**src/rtl/uart_pkg.sv**
```systemverilog
// Shared UART definitions: parity modes, frame limits and the TX framer state encoding.
package uart_pkg;

  localparam logic [2:0] PAR_NONE  = 3'd0;
  localparam logic [2:0] PAR_ODD   = 3'd1;
  localparam logic [2:0] PAR_EVEN  = 3'd2;
  localparam logic [2:0] PAR_MARK  = 3'd3;
  localparam logic [2:0] PAR_SPACE = 3'd4;

  localparam int unsigned MIN_DATA_LEN = 5;
  localparam int unsigned MAX_DATA_LEN = 9;

  typedef enum logic [2:0] {
    StIdle,
    StSync,
    StStart,
    StData,
    StParity,
    StStop1,
    StStop2
  } tx_state_e;

endpackage

```
**src/rtl/uart_tx_framer_if.sv**
```systemverilog
// Producer/line bundle for the UART TX framer; the framer uses the slave side.
interface uart_tx_framer_if #(
  parameter int unsigned DATA_WIDTH = 8,
  parameter int unsigned LEN_W      = 4
);
  logic                  baud_tick;
  logic                  data_valid;
  logic                  data_ready;
  logic [DATA_WIDTH-1:0] parallel_data;
  logic [LEN_W-1:0]      cfg_data_len;
  logic [2:0]            cfg_parity_mode;
  logic                  cfg_stop2;
  logic                  tx_serial;
  logic                  parity_bit;
  logic                  busy;
  logic                  frame_done;

  modport master (
    output baud_tick, data_valid, parallel_data, cfg_data_len, cfg_parity_mode, cfg_stop2,
    input  data_ready, tx_serial, parity_bit, busy, frame_done
  );

  modport slave (
    input  baud_tick, data_valid, parallel_data, cfg_data_len, cfg_parity_mode, cfg_stop2,
    output data_ready, tx_serial, parity_bit, busy, frame_done
  );
endinterface

```
**src/rtl/uart_parity_gen.sv**
```systemverilog
// Combinational parity over the low len_i bits of data_i, for all parity modes.
module uart_parity_gen
  import uart_pkg::*;
#(
  parameter int unsigned DATA_WIDTH = 8,
  parameter int unsigned LEN_W      = 4
) (
  input  logic [DATA_WIDTH-1:0] data_i,
  input  logic [LEN_W-1:0]      len_i,
  input  logic [2:0]            mode_i,
  output logic                  parity_o,
  output logic                  enable_o
);

  logic [DATA_WIDTH-1:0] masked;

  always_comb begin
    for (int i = 0; i < int'(DATA_WIDTH); i++) begin
      masked[i] = data_i[i] & (i < int'(len_i));
    end
  end

  // Modes 5..7 fall through to "no parity".
  always_comb begin
    parity_o = 1'b0;
    enable_o = 1'b0;
    case (mode_i)
      PAR_ODD:   begin parity_o = ~^masked; enable_o = 1'b1; end
      PAR_EVEN:  begin parity_o = ^masked;  enable_o = 1'b1; end
      PAR_MARK:  begin parity_o = 1'b1;     enable_o = 1'b1; end
      PAR_SPACE: begin parity_o = 1'b0;     enable_o = 1'b1; end
      default:   ;
    endcase
  end

endmodule

```
**src/rtl/uart_tx_framer.sv**
```systemverilog
// UART transmit framer: accepts a word, then emits start, data (LSB first), parity and stop bits
// paced by baud_tick.
module uart_tx_framer
  import uart_pkg::*;
#(
  parameter int unsigned DATA_WIDTH = 8,
  parameter int unsigned LEN_W      = 4
) (
  input logic           UCLK,
  input logic           reset,
  uart_tx_framer_if.slave bus
);

  localparam int unsigned MaxLenInt = (DATA_WIDTH < MAX_DATA_LEN) ? DATA_WIDTH : MAX_DATA_LEN;
  localparam logic [LEN_W-1:0] MinLen = LEN_W'(MIN_DATA_LEN);
  localparam logic [LEN_W-1:0] MaxLen = LEN_W'(MaxLenInt);

  tx_state_e             state_q;
  logic [DATA_WIDTH-1:0] shift_q;
  logic [LEN_W-1:0]      len_q;
  logic [LEN_W-1:0]      cnt_q;
  logic                  par_en_q;
  logic                  stop2_q;
  logic                  parity_q;
  logic                  tx_q;
  logic                  busy_q;
  logic                  done_q;

  logic [LEN_W-1:0]      len_clamped;
  logic                  par_calc;
  logic                  par_en_calc;

  always_comb begin
    len_clamped = bus.cfg_data_len;
    if (bus.cfg_data_len < MinLen) begin
      len_clamped = MinLen;
    end else if (bus.cfg_data_len > MaxLen) begin
      len_clamped = MaxLen;
    end
  end

  uart_parity_gen #(
    .DATA_WIDTH(DATA_WIDTH),
    .LEN_W     (LEN_W)
  ) u_parity_gen (
    .data_i  (bus.parallel_data),
    .len_i   (len_clamped),
    .mode_i  (bus.cfg_parity_mode),
    .parity_o(par_calc),
    .enable_o(par_en_calc)
  );

  always_ff @(posedge UCLK or negedge reset) begin
    if (!reset) begin
      state_q  <= StIdle;
      shift_q  <= '0;
      len_q    <= MinLen;
      cnt_q    <= '0;
      par_en_q <= 1'b0;
      stop2_q  <= 1'b0;
      parity_q <= 1'b0;
      tx_q     <= 1'b1;
      busy_q   <= 1'b0;
      done_q   <= 1'b0;
    end else begin
      done_q <= 1'b0;
      unique case (state_q)
        StIdle: begin
          if (bus.data_valid) begin
            shift_q  <= bus.parallel_data;
            len_q    <= len_clamped;
            par_en_q <= par_en_calc;
            stop2_q  <= bus.cfg_stop2;
            parity_q <= par_calc;
            busy_q   <= 1'b1;
            state_q  <= StSync;
          end
        end
        StSync: begin
          if (bus.baud_tick) begin
            tx_q    <= 1'b0;
            state_q <= StStart;
          end
        end
        StStart: begin
          if (bus.baud_tick) begin
            cnt_q   <= '0;
            tx_q    <= shift_q[0];
            state_q <= StData;
          end
        end
        StData: begin
          if (bus.baud_tick) begin
            shift_q <= {1'b0, shift_q[DATA_WIDTH-1:1]};
            cnt_q   <= cnt_q + 1'b1;
            if (cnt_q == len_q - 1'b1) begin
              tx_q    <= par_en_q ? parity_q : 1'b1;
              state_q <= par_en_q ? StParity : StStop1;
            end else begin
              tx_q <= shift_q[1];
            end
          end
        end
        StParity: begin
          if (bus.baud_tick) begin
            tx_q    <= 1'b1;
            state_q <= StStop1;
          end
        end
        StStop1: begin
          if (bus.baud_tick) begin
            if (stop2_q) begin
              state_q <= StStop2;
            end else begin
              busy_q  <= 1'b0;
              done_q  <= 1'b1;
              state_q <= StIdle;
            end
          end
        end
        StStop2: begin
          if (bus.baud_tick) begin
            busy_q  <= 1'b0;
            done_q  <= 1'b1;
            state_q <= StIdle;
          end
        end
        default: state_q <= StIdle;
      endcase
    end
  end

  assign bus.data_ready = (state_q == StIdle);
  assign bus.tx_serial  = tx_q;
  assign bus.parity_bit = parity_q;
  assign bus.busy       = busy_q;
  assign bus.frame_done = done_q;

endmodule
```
**src/flat_wrapper.sv**
```systemverilog
// flat-port wrapper written by rule: the top's interface ports become plain ports
module uart_tx_framer_flat import uart_pkg::*;
#(
  parameter int unsigned DATA_WIDTH = 8,
  parameter int unsigned LEN_W      = 4
)
  (UCLK, reset, bus_baud_tick, bus_data_valid, bus_parallel_data, bus_cfg_data_len, bus_cfg_parity_mode, bus_cfg_stop2, bus_data_ready, bus_tx_serial, bus_parity_bit, bus_busy, bus_frame_done);
  uart_tx_framer_if #(.DATA_WIDTH(DATA_WIDTH), .LEN_W(LEN_W)) bus_i ();
  input logic UCLK;
  input logic reset;
  input wire logic [$bits(bus_i.baud_tick)-1:0] bus_baud_tick;
  input wire logic [$bits(bus_i.data_valid)-1:0] bus_data_valid;
  input wire logic [$bits(bus_i.parallel_data)-1:0] bus_parallel_data;
  input wire logic [$bits(bus_i.cfg_data_len)-1:0] bus_cfg_data_len;
  input wire logic [$bits(bus_i.cfg_parity_mode)-1:0] bus_cfg_parity_mode;
  input wire logic [$bits(bus_i.cfg_stop2)-1:0] bus_cfg_stop2;
  output wire logic [$bits(bus_i.data_ready)-1:0] bus_data_ready;
  output wire logic [$bits(bus_i.tx_serial)-1:0] bus_tx_serial;
  output wire logic [$bits(bus_i.parity_bit)-1:0] bus_parity_bit;
  output wire logic [$bits(bus_i.busy)-1:0] bus_busy;
  output wire logic [$bits(bus_i.frame_done)-1:0] bus_frame_done;
  assign bus_i.baud_tick = bus_baud_tick;
  assign bus_i.data_valid = bus_data_valid;
  assign bus_i.parallel_data = bus_parallel_data;
  assign bus_i.cfg_data_len = bus_cfg_data_len;
  assign bus_i.cfg_parity_mode = bus_cfg_parity_mode;
  assign bus_i.cfg_stop2 = bus_cfg_stop2;
  assign bus_data_ready = bus_i.data_ready;
  assign bus_tx_serial = bus_i.tx_serial;
  assign bus_parity_bit = bus_i.parity_bit;
  assign bus_busy = bus_i.busy;
  assign bus_frame_done = bus_i.frame_done;
  uart_tx_framer #(.DATA_WIDTH(DATA_WIDTH), .LEN_W(LEN_W)) u_core (.UCLK(UCLK), .reset(reset), .bus(bus_i));
endmodule
```
**config.mk**
```make
export PLATFORM = sky130hd
export DESIGN_NAME = uart_tx_framer_flat
export DESIGN_NICKNAME = d
export VERILOG_FILES = /design/src/rtl/uart_pkg.sv /design/src/rtl/uart_tx_framer_if.sv /design/src/rtl/uart_parity_gen.sv /design/src/rtl/uart_tx_framer.sv /design/src/flat_wrapper.sv
export SDC_FILE = /design/constraint.sdc
export NUM_CORES = 1
export LEC_CHECK = 0
export BUFFER_PORTS_ARGS = -buffer_cell sky130_fd_sc_hd__buf_2
export CAP_MARGIN = 20
export CELL_PAD_IN_SITES_DETAIL_PLACEMENT = 0
export CELL_PAD_IN_SITES_GLOBAL_PLACEMENT = 1
export CORE_MARGIN = 10
export CORE_UTILIZATION = 27
export CTS_CLUSTER_SIZE = 30
export DETAILED_ROUTE_END_ITERATION = 10
export HOLD_SLACK_MARGIN = 0.06
export PLACE_DENSITY = 0.66
export SYNTH_ARGS = -nofsm -noshare
export SYNTH_HDL_FRONTEND = slang
export SYNTH_SLANG_ARGS = --single-unit
```
**constraint.sdc**
```tcl
create_clock -name UCLK -period 3.6 [get_ports UCLK]
set_input_delay 0.72 -clock UCLK [delete_from_list [all_inputs] [get_ports UCLK]]
set_output_delay 0.72 -clock UCLK [all_outputs]
set_load 0.02 [all_outputs]
```
## Yosys cells after proc, flatten, opt, wreduce, memory -nomap -nowiden

Index checks and enable logic that the tools add are counted.

| storage, ports and cells | value |
|---|---|
| output and inout bits | 5 |
| flip-flop bits (word level) | 25 |
| word-level logic and storage cells | 100 |
| input bits | 20 |

| operators by class | value |
|---|---|
| $add $sub $neg | 2 |
| bitwise gates (word level) | 8 |
| muxes and demuxes | 36 |
| reductions and logical operators | 14 |
| eq/ne operators | 20 |
| magnitude comparators | 10 |

Operators by type and width:

| cell | number |
|---|---|
| 3-bit two-way mux | 9 |
| 3-bit one-hot mux with 7 select lines | 1 |
| 3-bit by 4-bit less-than comparator with 1-bit output, first input constant | 4 |
| 4-bit two-way mux | 4 |
| 8-bit two-way mux | 2 |
| 2-bit inequality test, second input constant | 8 |
| 8-bit one-hot mux with 2 select lines | 1 |
| 1-bit two-way mux | 14 |
| 3-bit by 2-bit equality test with 1-bit output, second input constant | 4 |
| 3-bit equality test, second input constant | 4 |
| 5-bit AND reduction | 2 |
| 1-bit bitwise AND | 8 |
| 1-bit by 4-bit less-than comparator with 1-bit output, first input constant | 2 |
| 2-bit by 4-bit less-than comparator with 1-bit output, first input constant | 2 |
| 4-bit one-hot mux with 2 select lines | 1 |
| 8-bit AND reduction | 1 |
| 8-bit XNOR reduction | 1 |
| 8-bit XOR reduction | 1 |
| 3-bit by 1-bit equality test with 1-bit output, second input constant | 2 |
| 1-bit one-hot mux with 3 select lines | 2 |
| 3-bit AND reduction | 2 |
| 4-bit by 1-bit adder with 4-bit output, second input constant | 1 |
| 4-bit equality test | 1 |
| 4-bit > comparator, second input constant | 1 |
| 11 further kinds | 12 |

## Depth between registers and ports, before layout

Gate-level depths: netlist of the first run.

| depth | value |
|---|---|
| depth after elaboration | 7 |
| depth in mapped cells | 8 |
| depth with buffers taken out | 7 |

## By module

Synthesis of the first run repeated with hierarchy kept, for this count alone.

| unflattened totals | value |
|---|---|
| cell total of the unflattened synthesis | 170 |
| area, all modules | 1560.2 um^2 |

Modules (own cells, without submodules):

| module | cells each | area an instance (um^2) | seq. area each (um^2) | instances |
|---|---|---|---|---|
| uart_tx_framer | 147 | 1376.3 | 629.4 | 1 |
| uart_parity_gen | 23 | 183.9 | 0.0 | 1 |

## Worst setup path before layout of the first run

OpenSTA, ideal clock, no wires.

| timing | value |
|---|---|
| path kind | flip-flop to flip-flop |
| start | register u_core.len_q[0] |
| end | register u_core.state_q[1] |
| arrival time | 1.796 ns |
| path buffers | 0 |
| period minus slack after synthesis | 1.932 ns |
| cell stages (with the launch flop) | 8 |
| required time | 3.463 ns |
| slack | 1.668 ns |
| library setup time | 0.137 ns |
| path through | dfstp_2 > inv_1 > ha_1 > xnor2_1 > nor4_2 > a311oi_2 > o21ai_0 > o31ai_1 |

| on the way | value |
|---|---|
| word-level cells in the longest chain between the ends | 4 |

RTL lines:

| what | line | source |
|---|---|---|
| start, declared | uart_tx_framer.sv:20 | `logic [LEN_W-1:0] len_q;` |
| start signal, assigned | uart_tx_framer.sv:57 | `len_q <= MinLen;` |
| start signal, assigned | uart_tx_framer.sv:71 | `len_q <= len_clamped;` |
| 4-bit by 1-bit subtractor with 4-bit output | uart_tx_framer.sv:96 | `if (cnt_q == len_q - 1'b1) begin` |
| 4-bit equality test | uart_tx_framer.sv:96 |  |
| 2-bit by 1-bit inequality test with 1-bit output (no line) | n/a |  |
| 8-bit AND reduction (no line) | n/a |  |
| end signal, assigned | uart_tx_framer.sv:98 | `state_q <= par_en_q ? StParity : StStop1;` |
| end signal, assigned | uart_tx_framer.sv:107 | `state_q <= StStop1;` |
| end signal, assigned | uart_tx_framer.sv:113 | `state_q <= StStop2;` |
| end, declared | uart_tx_framer.sv:18 | `tx_state_e state_q;` |

No other way between the ends.
A chain may end at the register's enable or synchronous reset.

## Worst setup path after layout of the first run

| timing | value |
|---|---|
| start | register u_core.state_q[1] |
| end | register u_core.shift_q[4] |

| on the way | value |
|---|---|
| word-level cells in the longest chain between the ends | 3 |
| elaborated cells on any way between the ends | 7 |
| those cells by class | eq/ne (3); mux (1); reduce/logical (3) |

RTL lines:

| what | line | source |
|---|---|---|
| start signal, assigned | uart_tx_framer.sv:55 | `state_q <= StIdle;` |
| start signal, assigned | uart_tx_framer.sv:76 | `state_q <= StSync;` |
| start signal, assigned | uart_tx_framer.sv:82 | `state_q <= StStart;` |
| 3-bit by 2-bit equality test with 1-bit output / 3-bit zero test (equally long branches) | uart_tx_framer.sv:67 | `unique case (state_q)` |
| 2-bit inequality test (no line) / 2-bit nonzero test (equally long branches) | n/a |  |
| 3-bit AND reduction (no line) | n/a |  |
| end signal, assigned | uart_tx_framer.sv:70 | `shift_q <= bus.parallel_data;` |
| end signal, assigned | uart_tx_framer.sv:94 | `shift_q <= {1'b0, shift_q[DATA_WIDTH-1:1]};` |
| end, declared | uart_tx_framer.sv:19 | `logic [DATA_WIDTH-1:0] shift_q;` |

Several ways; a longest one is shown, not always the timed one.

==> results.md, run 1 <==
- CP arrival: 2.40 ns
- Final Cell Area: 0.00166 mm²
- Placed Cells: 238
- Setup TNS: 0 ns
- Clock Path Buffers: 2
- Clk Latency, worst-skew pair: 0.27 ns
- Hold Buf Count CTS: 0
- Htree depth: 1
- CTS Buf Count: 3
- Critical Path Start Type: register
- Post-Route WL: 3330 µm
- Most frequent cell after synthesis: dfrtp_1
- Pre-CTS setup slack: 1.28 ns
- Clock transition at path regs: 0.09 ns
- WL per Instance: 13.8 µm
- TritonCTS clock tree: yes
- Sw Share: 0.420
- Internal: 786 µW
- Slew headroom: 0.325
- RePlAce Congestion: 0.735
- Grt ovf: 0
- Routed Antenna Nets: 0
- Data required, critical path: 3.71 ns
- Hpwl dp: 2520 µm
- Post-synth EDFFs: 0
- Syn. warnings: 0
- Crit path largest cell delay: 0.78 ns
- Max Slew Vio Count: 0
- Final setup fails: 0
- Critical path's slowest cell: a31oi_1
- Pre-antenna DRT Iters: 4
- Pwr/cell area: 816 mW/mm²
- Run status: finished, final reports clean
- Die Span Y: 92.8 µm
- RSZ-0062 raised after global routing: no
- Row cnt: 26
- Core box area: 0.00514 mm²
- Via Count: 1107
- Yosys top cell area share: 0.384
- Switching pwr: 570 µW
- Vias in the first global route: 1220
- Largest area contributor in the netlist: dfrtp_1
- Comb pwr share: 0.466
- Clock share of power: 0.123
- Die extent in x: 92.8 µm
- Post-route insts no fill: 242
- Clock sink count: 25
- Worst-Margin Slew: 1.01 ns
- Synth cell types: 38
- Seq pwr share: 0.410
- Max cap viols: 0
- Largest net degree at the start of global routing: 26
- PostCTS Resize Cnt: 0
- Crit end category: register
- Asr flop ratio synth: 1.00
- Initial antenna violation count: 0
- Sequential share of the synthesized area: 0.439
- Mapped Area: 0.00143 mm²
- Crit path cell chain: nor2_1, and3_1, a31oi_1, o21ai_0
- Top cells by area, synth: dfrtp_1 38%, mux2i_1 7.0%, o21ai_0 6.3%
- Yosys reg bits: 25
- Worst Clk Skew: 0.00341 ns
- Initial Util: 0.279
- GRT Total Usage: 0.0848
- Final hold vios: 0
- Ant diodes: 0
- Buf/Inv on CP: 0
- DR iter-0 viols: 52
- Peak Freq: 438 MHz
- Worst Hold Class: input pin to asynchronous set/reset pin
- Die area: 0.00862 mm²
- Layout cells sized above 1: 0.233
- Worst setup margin: 1.31 ns
- Ys flop type: dfrtp_1
- First-pass GRT wire length: 5950 µm
- Dpl cell area: 0.00162 mm²
- Layout area overhead: 16.1%
- Syn Area/Cell: 9.61 µm²
- Number of fill cells in the layout: 567
- Num ports: 25
- Vias per cell: 4.57
- Synth Net Count: 171
- Post-route DRC violation count: 0
- Crit Path Max Fanout: 15
- Synthesized instance count: 149
- Worst IR Drop VDD: 0.233 mV
- Min cycle time layout: 2.29 ns
- Input/output buffers: 24
- WS Path Type: register to register
- Setup Fix Bufs, Post-CTS: 0
- Crit path max-delay family: compound AO/OA/AOI/OAI gates
- Final worst path period share: 0.635
- Final net count: 195
- Top cells by count, synth: 22 x dfrtp_1, 19 x nand2_1, 18 x o21ai_0, 10 x mux2i_1, 10 x xnor2_1
- Leakage: 0.000754 µW
- Clock Tree Root: clkbuf_8
-- per-layer routing --
layer,vias up,GRT usage,part of all wire
met4,0,0.0308,0.0063
met5,-,0,0
met1,509,0.116,0.52
met2,26,0.123,0.41
met3,2,0.0242,0.060
li1,570,-,-
-- per-stage QoR --
stage / hold WS, ns / util / power [µW]
after floorplan: 0.424 / - / 1040
after global placement: 0.463 / 0.315 / 1190
after detailed placement: 0.475 / 0.315 / 1200
after CTS: 0.462 / 0.324 / 1370
after global routing: 0.478 / 0.324 / 1490
final: 0.445 / 0.324 / 1360
-- flip-flops by register name (all words and copies together) (netlist names) --
| name | cells |
|---|---|
| u_core.state_q | 3 |
| u_core.len_q | 4 |
| u_core.bus.tx_serial | 1 |
| u_core.bus.frame_done | 1 |
| u_core.cnt_q | 4 |
| u_core.par_en_q | 1 |
| u_core.bus.busy | 1 |
| u_core.stop2_q | 1 |
| u_core.bus.parity_bit | 1 |
| u_core.shift_q | 8 |
-- area by class of cell --
cell class,count,area [µm²],share of cell area
inverter,6,22.5,0.0135
timing repair buffer,25,128,0.0767
clock inverter,1,5.00,0.00301
sequential,25,629,0.378
clock buffer,3,41.3,0.0248
multi-input combinational,112,749,0.451
tap,70,87.6,0.0527
-- path summary, 6_finish.rpt --
kind	from	to	cells after the start	slack, ns
setup / recovery	u_core.state_q[1]$_DFFE_PN0P_	u_core.shift_q[4]$_DFFE_PN0P_	4	1.31
hold / removal	reset	u_core.par_en_q$_DFFE_PN0P_	1	0.45
setup reg to reg	u_core.state_q[1]$_DFFE_PN0P_	u_core.shift_q[4]$_DFFE_PN0P_	4	1.31
hold reg to reg	u_core.shift_q[2]$_DFFE_PN0P_	u_core.shift_q[2]$_DFFE_PN0P_	2	0.49
max in group asynchronous	reset	u_core.cnt_q[0]$_DFFE_PN0P_	1	2.77
min in group UCLK	u_core.shift_q[2]$_DFFE_PN0P_	u_core.shift_q[2]$_DFFE_PN0P_	2	0.49
-- cell families after synthesis --
kind of cell	Yosys count	synth area share
simple gates	49	0.172
compound gates	38	0.173
flops	25	0.439
xor+xnor	12	0.0830
buf+inv	12	0.0376
mux	11	0.0777
fa+ha+maj	2	0.0175
-- cells in the final DEF (no fill, tap or decap), drive strengths merged, types with 4 or more instances in the layout --
master and n:
buf 25, dfrtp 22, nand2 19, o21ai 18
mux2i 10, xnor2 10, nor2 9, inv 6
a21oi 5, nand3 5, nand2b 4
-- power by group through the flow --
stage                     sequential [µW]  clock (µW)  combinational [µW]
after floorplan                       525           0                 519
after global placement                560           0                 631
after detailed placement              561           0                 639
after CTS                             556         178                 641
after global routing                  577         190                 728
final                                 556         168                 633
Power figures use the tool's default switching activity.
==> inputs of run 2 (changes only) <==
Settings changed: PLACE_DENSITY 0.66 to 0.68.
Clock period 3.6 ns to 2 ns, I/O delays scaled along.
==> run 2 against run 1 <==
Register-to-register slack worse by 1.2 ns. Via count is 4.1% higher. Largest cell class unchanged. Critical path type unchanged. Fmax up 20%. Design area increased by 6.4%. Combinational power is 120% higher. Wire length fell by 2.5%.
==> results.md, run 2 (synthesized netlist as in run 1, its figures left out) <==
- Die extent in x: 92.8 µm (unchanged)
- Min cycle time layout: 1.91 ns (was 2.29 ns)
- Leakage: 0.000810 µW (was 0.000754 µW)
- Crit Path Max Fanout: 2 (was 15)
- Max cap viols: 0 (unchanged)
- Clock sink count: 25 (unchanged)
- Core box area: 0.00514 mm² (unchanged)
- Final hold vios: 0 (unchanged)
- Htree depth: 1 (unchanged)
- Hpwl dp: 2470 µm (was 2520 µm)
- Critical Path Start Type: register (unchanged)
- Crit path cell chain: inv_2, ha_4, xnor2_2, nor4_2, buf_4, mux2i_1, o221ai_1, and2_1 (was nor2_1, and3_1, a31oi_1, o21ai_0)
- Slew headroom: 0.620 (was 0.325)
- Biggest register: u_core.shift_q (unchanged)
- Pwr/cell area: 1490 mW/mm² (was 816 mW/mm²)
- Commonest non-fill, non-tap cell in the layout: buf_2 (unchanged)
- WS Path Type: register to register (unchanged)
- Hold Buf Count CTS: 0 (unchanged)
- Top Registers: u_core.shift_q: 8 flops, u_core.cnt_q: 4 flops, u_core.len_q: 4 flops (unchanged)
- GRT Total Usage: 0.0778 (was 0.0848)
- Crit path largest cell delay: 0.54 ns (was 0.78 ns)
- Clk Latency, worst-skew pair: 0.27 ns (about the same)
- Hold_ws: 0.109 ns (was 0.445 ns)
- Peak Freq: 523 MHz (was 438 MHz)
- Initial Util: 0.279 (unchanged)
- Commonest non-fill, non-tap cells in the layout: 24 x buf_2, 22 x dfrtp_1, 19 x nand2_1 (unchanged)
- Clock transition at path regs: 0.09 ns (about the same)
- Max Slew Vio Count: 0 (unchanged)
- Worst IR Drop VDD: 0.483 mV (was 0.233 mV)
- Clock Path Buffers: 2 (unchanged)
- Pre-antenna DRT Iters: 4 (unchanged)
- CTS Buf Count: 3 (unchanged)
- Layout cells sized above 1: 0.291 (was 0.233)
- Layout area overhead: 23.5% (was 16.1%)
- Post-Route WL: 3250 µm (was 3330 µm)
- CP arrival: 2.12 ns (was 2.40 ns)
- Row cnt: 26 (unchanged)
- Via Count: 1152 (was 1107)
- RePlAce Congestion: 0.752 (was 0.735)
- Post-route insts no fill: 252 (was 242)
- Largest register FFs: 8 (unchanged)
- Worst-Margin Slew: 0.569 ns (was 1.01 ns)
- Critical path's slowest cell: dfstp_2 (was a31oi_1)
- Die area: 0.00862 mm² (unchanged)
- First-pass GRT wire length: 5620 µm (was 5950 µm)
- Routed Antenna Nets: 0 (unchanged)
- Vias per cell: 4.57 (about the same)
- Grt ovf: 0 (unchanged)
- Die Span Y: 92.8 µm (unchanged)
- Data required, critical path: 2.21 ns (was 3.71 ns)
- Input/output buffers: 24 (unchanged)
- Run status: finished, final reports clean (unchanged)
- Post-layout util: 0.344 (was 0.324)
- Post-route DRC violation count: 0 (unchanged)
- Worst Hold Class: input pin to asynchronous set/reset pin (unchanged)
- Initial antenna violation count: 0 (unchanged)
- DR iter-0 viols: 84 (was 52)
- Final worst path period share: 0.955 (was 0.635)
- Clock Tree Root: clkbuf_8 (unchanged)
- TritonCTS clock tree: yes (unchanged)
- Largest net degree at the start of global routing: 26 (unchanged)
- Placed Cells: 245 (was 238)
- Final net count: 205 (was 195)
- Vias in the first global route: 1173 (was 1220)
- Ant diodes: 0 (unchanged)
- Num ports: 25 (unchanged)
- Crit end category: register (unchanged)
- Final setup fails: 0 (unchanged)
- Worst Clk Skew: 0.00690 ns (was 0.00341 ns)
- WL per Instance: 12.9 µm (was 13.8 µm)
## run 2: cell types whose count changed in the layout (fill, tap and decap cells not counted), sizes merged
cell | previous run | this run
buf | 25 | 35
## run 2: per-layer routing
| metal | vias up | GRT usage | wire length, µm | part of all wire |
|---|---|---|---|---|
| met5 | - | 0 | 0 | 0 |
| met1 | 533 | 0.107 | 1710 | 0.53 |
| met4 | 0 | 0.0193 | 14 | 0.0043 |
| li1 | 592 | - | - | - |
| met3 | 2 | 0.0282 | 166 | 0.051 |
| met2 | 25 | 0.112 | 1360 | 0.42 |
## run 2: final timing paths
check	cells past startpoint	endpoint	start	slack, ns
setup / recovery	8	u_core.bus.tx_serial$_DFFE_PN1P_	u_core.len_q[0]$_DFFE_PN1P_	0.09
hold reg to reg	2	u_core.shift_q[2]$_DFFE_PN0P_	u_core.shift_q[2]$_DFFE_PN0P_	0.48
min in group UCLK	3	u_core.stop2_q$_DFFE_PN0P_	bus_cfg_stop2	0.33
hold / removal	1	u_core.cnt_q[0]$_DFFE_PN0P_	reset	0.11
setup reg to reg	8	u_core.bus.tx_serial$_DFFE_PN1P_	u_core.len_q[0]$_DFFE_PN1P_	0.09
max in group asynchronous	1	u_core.shift_q[5]$_DFFE_PN0P_	reset	1.51
## run 2: cell type report
class / instances / area [µm²]
fillers: 562 / 3370
repair buffers: 35 / 203
inverters: 6 / 22.5
clock buffers: 3 / 41.3
flip-flops and latches: 25 / 629
clock inverters: 1 / 5.00
multi-input cells: 112 / 781
well taps: 70 / 87.6
## run 2: repair_timing
action,in CTS,in global routing
gates resized for setup,0,5
endpoints found under the setup margin,3,4
pin swaps,1,6
setup buffers,0,2
## run 2: where the power goes
group	switching [µW]	internal, µW
clock network	163	139
logic	730	666
registers	178	759
## run 2: critical path: cells and delay by family (launching register included)
family                   cells  cell delay (ns)
AO/OA/AOI/OAI                1             0.14
XOR/XNOR                     1             0.13
adder cells (fa/ha/maj)      1             0.21
buffers and inverters        2             0.23
flip-flops                   1             0.54
multiplexers                 1             0.18
AND/OR/NAND/NOR              2             0.41
## run 2: stage by stage
| stage | total power (µW) | setup WS (ns) | cell area (µm²) | TNS, ns |
|---|---|---|---|---|
| after floorplan | 1880 | 0.0675 | 1430 | 0 |
| after global placement | 2210 | 0.00659 | 1670 | 0 |
| after detailed placement | 2230 | -0.0408 | 1670 | -0.0589 |
| after CTS | 2530 | 0.0282 | 1720 | 0 |
| after global routing | 2880 | -0.0382 | 1770 | -0.0382 |
| final | 2640 | 0.0892 | 1770 | 0 |
